### src/rtl/rotation_slice_timer.sv
// Beam-break conditioning, rotation period measurement and drift-free angular slice generation.
// Slices advance with a fractional (Bresenham) accumulator, so each revolution yields exactly ROTATIONAL_RES strobes.
module rotation_slice_timer #(
  parameter int ROTATIONAL_RES = 180,
  parameter int THETA_RES      = 27,
  parameter int LOCKOUT_CYCLES = 12000
) (
  input  logic                              clk_in,
  input  logic                              rst_in,
  input  logic                              ir_tripped,
  output logic [$clog2(ROTATIONAL_RES)-1:0] slice_idx,
  output logic                              slice_strobe,
  output logic [THETA_RES-1:0]              period,
  output logic                              period_valid,
  output logic                              locked,
  output logic                              overflow
);

  localparam int IDX_W = $clog2(ROTATIONAL_RES);
  localparam int ACC_W = THETA_RES + 1;
  localparam int LK_W  = (LOCKOUT_CYCLES > 1) ? $clog2(LOCKOUT_CYCLES + 1) : 1;

  localparam logic [THETA_RES-1:0] CNT_MAX  = '1;
  localparam logic [THETA_RES-1:0] RES_T    = THETA_RES'(ROTATIONAL_RES);
  localparam logic [ACC_W-1:0]     RES_A    = ACC_W'(ROTATIONAL_RES);
  localparam logic [IDX_W-1:0]     IDX_LAST = IDX_W'(ROTATIONAL_RES - 1);
  localparam logic [LK_W-1:0]      LK_LOAD  = LK_W'(LOCKOUT_CYCLES);

  typedef enum logic [1:0] {ST_IDLE, ST_ACQUIRE, ST_LOCKED} state_t;

  state_t               state_q, state_d;
  logic                 sync1_q, sync1_d, sync2_q, sync2_d, sync3_q, sync3_d;
  logic                 rise_q, rise_d;
  logic [LK_W-1:0]      lockout_q, lockout_d;
  logic [THETA_RES-1:0] cnt_q, cnt_d;
  logic [ACC_W-1:0]     acc_q, acc_d;
  logic [IDX_W-1:0]     idx_q, idx_d;
  logic                 strobe_q, strobe_d;
  logic [THETA_RES-1:0] period_q, period_d;
  logic                 pv_q, pv_d;
  logic                 locked_q, locked_d;
  logic                 ovf_q, ovf_d;

  logic                 accept;
  logic [THETA_RES-1:0] meas;
  logic [ACC_W-1:0]     acc_step;

  always_comb begin
    sync1_d   = ir_tripped;
    sync2_d   = sync1_q;
    sync3_d   = sync2_q;
    rise_d    = sync2_q & ~sync3_q;
    accept    = rise_q && (lockout_q == '0);
    // cnt_q is cleared on the accepting edge, so the edge-to-edge distance is one more than its value
    meas      = cnt_q + THETA_RES'(1);
    acc_step  = acc_q + RES_A;

    state_d   = state_q;
    lockout_d = lockout_q;
    cnt_d     = cnt_q;
    acc_d     = acc_q;
    idx_d     = idx_q;
    strobe_d  = 1'b0;
    period_d  = period_q;
    pv_d      = 1'b0;
    locked_d  = locked_q;
    ovf_d     = ovf_q;

    if (accept) begin
      lockout_d = LK_LOAD;
    end else if (lockout_q != '0) begin
      lockout_d = lockout_q - LK_W'(1);
    end

    if (accept) begin
      cnt_d = '0;
    end else if (cnt_q != CNT_MAX) begin
      cnt_d = cnt_q + THETA_RES'(1);
    end

    if (accept) begin
      if (state_q != ST_IDLE && meas >= RES_T) begin
        state_d  = ST_LOCKED;
        period_d = meas;
        pv_d     = 1'b1;
        locked_d = 1'b1;
        idx_d    = '0;
        acc_d    = '0;
        strobe_d = 1'b1;
        if (state_q == ST_ACQUIRE) ovf_d = 1'b0;
      end else begin
        state_d  = ST_ACQUIRE;
        locked_d = 1'b0;
      end
    end else if (cnt_q == CNT_MAX - THETA_RES'(1)) begin
      state_d  = ST_IDLE;
      locked_d = 1'b0;
      ovf_d    = 1'b1;
    end else if (state_q == ST_LOCKED && idx_q != IDX_LAST) begin
      // Last slice is held until the next edge rather than wrapping, so a slowing rotor never skips ahead
      if (acc_step >= {1'b0, period_q}) begin
        acc_d    = acc_step - {1'b0, period_q};
        idx_d    = idx_q + IDX_W'(1);
        strobe_d = 1'b1;
      end else begin
        acc_d = acc_step;
      end
    end
  end

  always_ff @(posedge clk_in or posedge rst_in) begin
    if (rst_in) begin
      state_q   <= ST_IDLE;
      sync1_q   <= 1'b0;
      sync2_q   <= 1'b0;
      sync3_q   <= 1'b0;
      rise_q    <= 1'b0;
      lockout_q <= '0;
      cnt_q     <= '0;
      acc_q     <= '0;
      idx_q     <= '0;
      strobe_q  <= 1'b0;
      period_q  <= '0;
      pv_q      <= 1'b0;
      locked_q  <= 1'b0;
      ovf_q     <= 1'b0;
    end else begin
      state_q   <= state_d;
      sync1_q   <= sync1_d;
      sync2_q   <= sync2_d;
      sync3_q   <= sync3_d;
      rise_q    <= rise_d;
      lockout_q <= lockout_d;
      cnt_q     <= cnt_d;
      acc_q     <= acc_d;
      idx_q     <= idx_d;
      strobe_q  <= strobe_d;
      period_q  <= period_d;
      pv_q      <= pv_d;
      locked_q  <= locked_d;
      ovf_q     <= ovf_d;
    end
  end

  assign slice_idx    = idx_q;
  assign slice_strobe = strobe_q;
  assign period       = period_q;
  assign period_valid = pv_q;
  assign locked       = locked_q;
  assign overflow     = ovf_q;

endmodule
### config.mk
export PLATFORM = sky130hd
export DESIGN_NAME = rotation_slice_timer
export DESIGN_NICKNAME = d
export VERILOG_FILES = /design/src/rtl/rotation_slice_timer.sv
export SDC_FILE = /design/constraint.sdc
export NUM_CORES = 1
export LEC_CHECK = 0
export CORE_MARGIN = 2
export CORE_UTILIZATION = 35
export DETAILED_ROUTE_END_ITERATION = 7
export GPL_TIMING_DRIVEN = 0
export PLACE_DENSITY = 0.49
export SYNTH_ARGS = -nofsm -noshare
export SYNTH_HDL_FRONTEND = slang
export SYNTH_SLANG_ARGS = --single-unit
### constraint.sdc
create_clock -name clk_in -period 6.5 [get_ports clk_in]
set_input_delay 0.975 -clock clk_in [delete_from_list [all_inputs] [get_ports clk_in]]
set_output_delay 0.975 -clock clk_in [all_outputs]
set_load 0.02 [all_outputs]
==> results of run 1 <==
-- path summary, 6_finish.rpt --
check                           cells after the start  slack (ns)                        to                  from
worst max-delay path                               17        0.90     acc_q[16]$_DFFE_PP0P_  acc_q[2]$_DFFE_PP0P_
worst min-delay path                                0        0.35         sync2_q$_DFF_PP0_     sync1_q$_DFF_PP0_
worst max register to register                     17        0.90     acc_q[16]$_DFFE_PP0P_  acc_q[2]$_DFFE_PP0P_
worst min register to register                      0        0.35         sync2_q$_DFF_PP0_     sync1_q$_DFF_PP0_
max in group asynchronous                           3        4.86    period[16]$_DFFE_PP0P_                rst_in
min in group asynchronous                           2        0.92  slice_idx[6]$_DFFE_PP0P_                rst_in
-- state kept, by name, summed over array words and instances (netlist names) --
signal / cells
sync1_q: 1
state_q: 2
slice_strobe: 1
sync3_q: 1
acc_q: 28
period: 27
period_valid: 1
cnt_q: 27
lockout_q: 14
overflow: 1
slice_idx: 8
rise_q: 1
sync2_q: 1
-- power by group through the flow --
stage,Clock [uW],Combinational (uW),Sequential [uW]
6_report,943,213,805
3_5_place_dp,0,216,815
3_3_place_gp,0,209,815
4_1_cts,964,216,804
2_1_floorplan,0,166,805
5_1_grt,995,241,814
-- cell families after synthesis --
kind of cell             Yosys count  synth area share (%)
AO/OA/AOI/OAI                    234                  18.6
XOR/XNOR                          78                  9.15
adder cells (fa/ha/maj)           33                  5.63
buffers and inverters             89                  4.89
flip-flops                       113                  37.9
multiplexers                      13                  1.78
AND/OR/NAND/NOR                  312                  22.1
-- critical path, cell delays in order, from the launching register on --
cell and delay (ns):
dfrtp_1 0.44, ha_1 0.27, or3_1 0.40, a21oi_1 0.49
nor2_1 0.21, and3_1 0.29, nand3_1 0.11, xnor2_1 0.17
ha_1 0.35, and4_1 0.26, and2_1 0.16, a221oi_1 0.30
o211ai_1 0.23, a211oi_1 0.85, clkbuf_1 0.54, nor2_1 0.13
a31oi_1 0.16, o22ai_1 0.09
-- cell usage in the layout, fill, tap and decap left out, types with 5 or more instances in the layout --
master           count
nor4_1               8
xnor2_1             44
nor3_1              19
a21oi_1            107
o22ai_1              5
ha_1                32
o21ai_1              9
xor2_1              34
and4_1              10
a31oi_1              8
buf_2               15
nand4_1             21
o21ai_0             46
nor2_1              84
o21a_1               8
a211oi_1             9
or3_1                9
inv_1               48
clkdlybuf4s50_1     41
clkbuf_1            21
nand2_1             55
a21o_1              10
and2_1               8
nand3_1             41
dfrtp_1            113
and3_1              18
nand2b_1             7
mux2i_1             11
clkbuf_16           17
-- layout make-up --
class | count | area, um^2
repair buffers | 42 | 438
plain buffers | 39 | 178
well taps | 275 | 344
clock buffers | 18 | 429
flip-flops and latches | 113 | 2830
inverters | 50 | 193
fillers | 2208 | 12100
multi-input cells | 670 | 4270
clock inverters | 14 | 156
-- through the flow --
stage,util (%),instances,hold slack (ns)
global route,42.2,1221,0.361
floorplan,-,872,0.331
detailed placement,39.4,1189,0.337
finish,42.2,1221,0.350
global placement,39.2,1188,0.335
CTS,42.2,1221,0.352
-- routing by layer --
| metal | routed length [um] | share of wire, % |
|---|---|---|
| met5 | 0 | 0 |
| met3 | 576 | 2.6 |
| met1 | 10300 | 47 |
| met2 | 10800 | 49 |
| met4 | 261 | 1.2 |
==> flow_summary_export.csv, run 1 <==
group,metric,value,unit
sta,tightestPinTransition,0.998,ns
power_and_ir_drop,peakVddDrop,0.155,mV
global_routing,first_global_vias,6280,
power_and_ir_drop,clock_power_share,48.1,%
place,finalWeightedCongestion,0.820,
detailed_routing,drtIter0Drc,385,
place,dp_hpwl,16500,um
logic_synthesis,ys_seq_area_share,37.9,%
power_and_ir_drop,p_int,1410,uW
logic_synthesis,synth_area,0.00747,mm^2
clock_network,cts_hold_buf,0,
place,io_buffers,41,
detailed_routing,drcViolationCount,0,
global_routing,grt_util_met1,27.0,%
sta,hold_viol,0,
final_layout,layout-drive-gt1-share,7.61,%
detailed_routing,vias,6534,
logic_synthesis,synth_common_cells,"dfrtp_1 (113), a21oi_1 (107), nor2_1 (84), nand2_1 (55), inv_1 (49)",
logic_synthesis,synthTopCellsByArea,"dfrtp_1 (38%), a21oi_1 (7.2%), ha_1 (5.4%)",
detailed_routing,drt_wl_total,22000,um
clock_network,post_cts_buffers,0,
sta,max_freq,179,MHz
detailed_routing,wl_per_cell,18.0,um
sta,maxSlewHeadroom,33.1,%
sta,finalSetupViolCount,0,
logic_synthesis,postSynthCellCount,872,
detailed_routing,viasPerCell,5.35,
logic_synthesis,synth-edff-count,0,
logic_synthesis,yosysMostFrequentCell,"dfrtp_1",
clock_network,tritoncts,"built",
clock_network,path_clk_slew,0.06,ns
global_routing,grt_overflow,0,
power_and_ir_drop,switchingPower,551,uW
critical_path,worstSetupPathType,"reg -> reg",
sta,clock_skew,0.0125,ns
clock_network,clock_latency,0.42,ns
clock_network,cts_inserted_buffers,17,
global_routing,antenna_found_initial,0,
global_routing,use_met3,3.41,%
final_layout,final_nets,969,
logic_synthesis,yosys.area.top_type,"dfrtp_1",
global_routing,grt_pass1_wl,35000,um
clock_network,numClockSinks,113,
logic_synthesis,ys_types,70,
critical_path,start_kind,"flop",
sta,period_share,86.1,%
run,cap_violations,0,
critical_path,crit_path_end_kind,"flop",
sta,period_needed,5.60,ns
logic_synthesis,syn_nets,908,
logic_synthesis,ys_ff_latch,113,
sta,setup_ws,0.901,ns
die,io_pins,42,
sta,drv_slew,0,
power_and_ir_drop,p_leak,0.00380,uW
power_and_ir_drop,total_power,1960,uW
logic_synthesis,avgSynthCellArea,8.56,um^2
power_and_ir_drop,p_seq_share,41.1,%
global_routing,top_usage_layer,"met2",
global_routing,grt.total_usage,20.3,%
clock_network,htreeDepth,4,
clock_network,cts-root-buf,"clkbuf_16",
place,place_area,0.00825,mm^2
critical_path,cp.arrival,5.89,ns
die,fp.dieArea,0.0225,mm^2
final_layout,final_area,0.00884,mm^2
die,start_util,35.6,%
min_path,hp-class,"reg -> reg",
outcome,status,"complete, no violations",
die,die_x,150,um
global_routing,globalRouteMet2Util,34.4,%
clock_network,cts_repair_resize_count,0,
critical_path,crit_fanout,10,
logic_synthesis,synth_top_area_share,37.9,%
die,rows,53,
power_and_ir_drop,switching_share,28.1,%
sta,tns,0,ns
sta,rsz0062_at_grt,"false",
clock_network,clockBufferDepth,2,
logic_synthesis,synth_ff_type,"dfrtp_1",
die,core_area,0.0210,mm^2
power_and_ir_drop,p_per_area,222,mW/mm^2
final_layout,n_antenna_cell,0,
detailed_routing,dr.pass1.iters,5,
global_routing,grt_start_max_net_pins,81,
logic_synthesis,async_flop_share,100,%
place,place_ws,0.985,ns
power_and_ir_drop,pwr-share-comb,10.8,%
critical_path,crit_required,6.79,ns
final_layout,area_growth,18.4,%
die,die_h,150,um
logic_synthesis,yosysWarnings,0,
detailed_routing,antenna_left,0,
Power figures use the tool's default switching activity.
==> inputs of run 2 (changes only) <==
Settings changed: SLEW_MARGIN from default to 10.
==> results of run 2 <==
No change in the layout: final DEF, timing and power equal those of run 1.
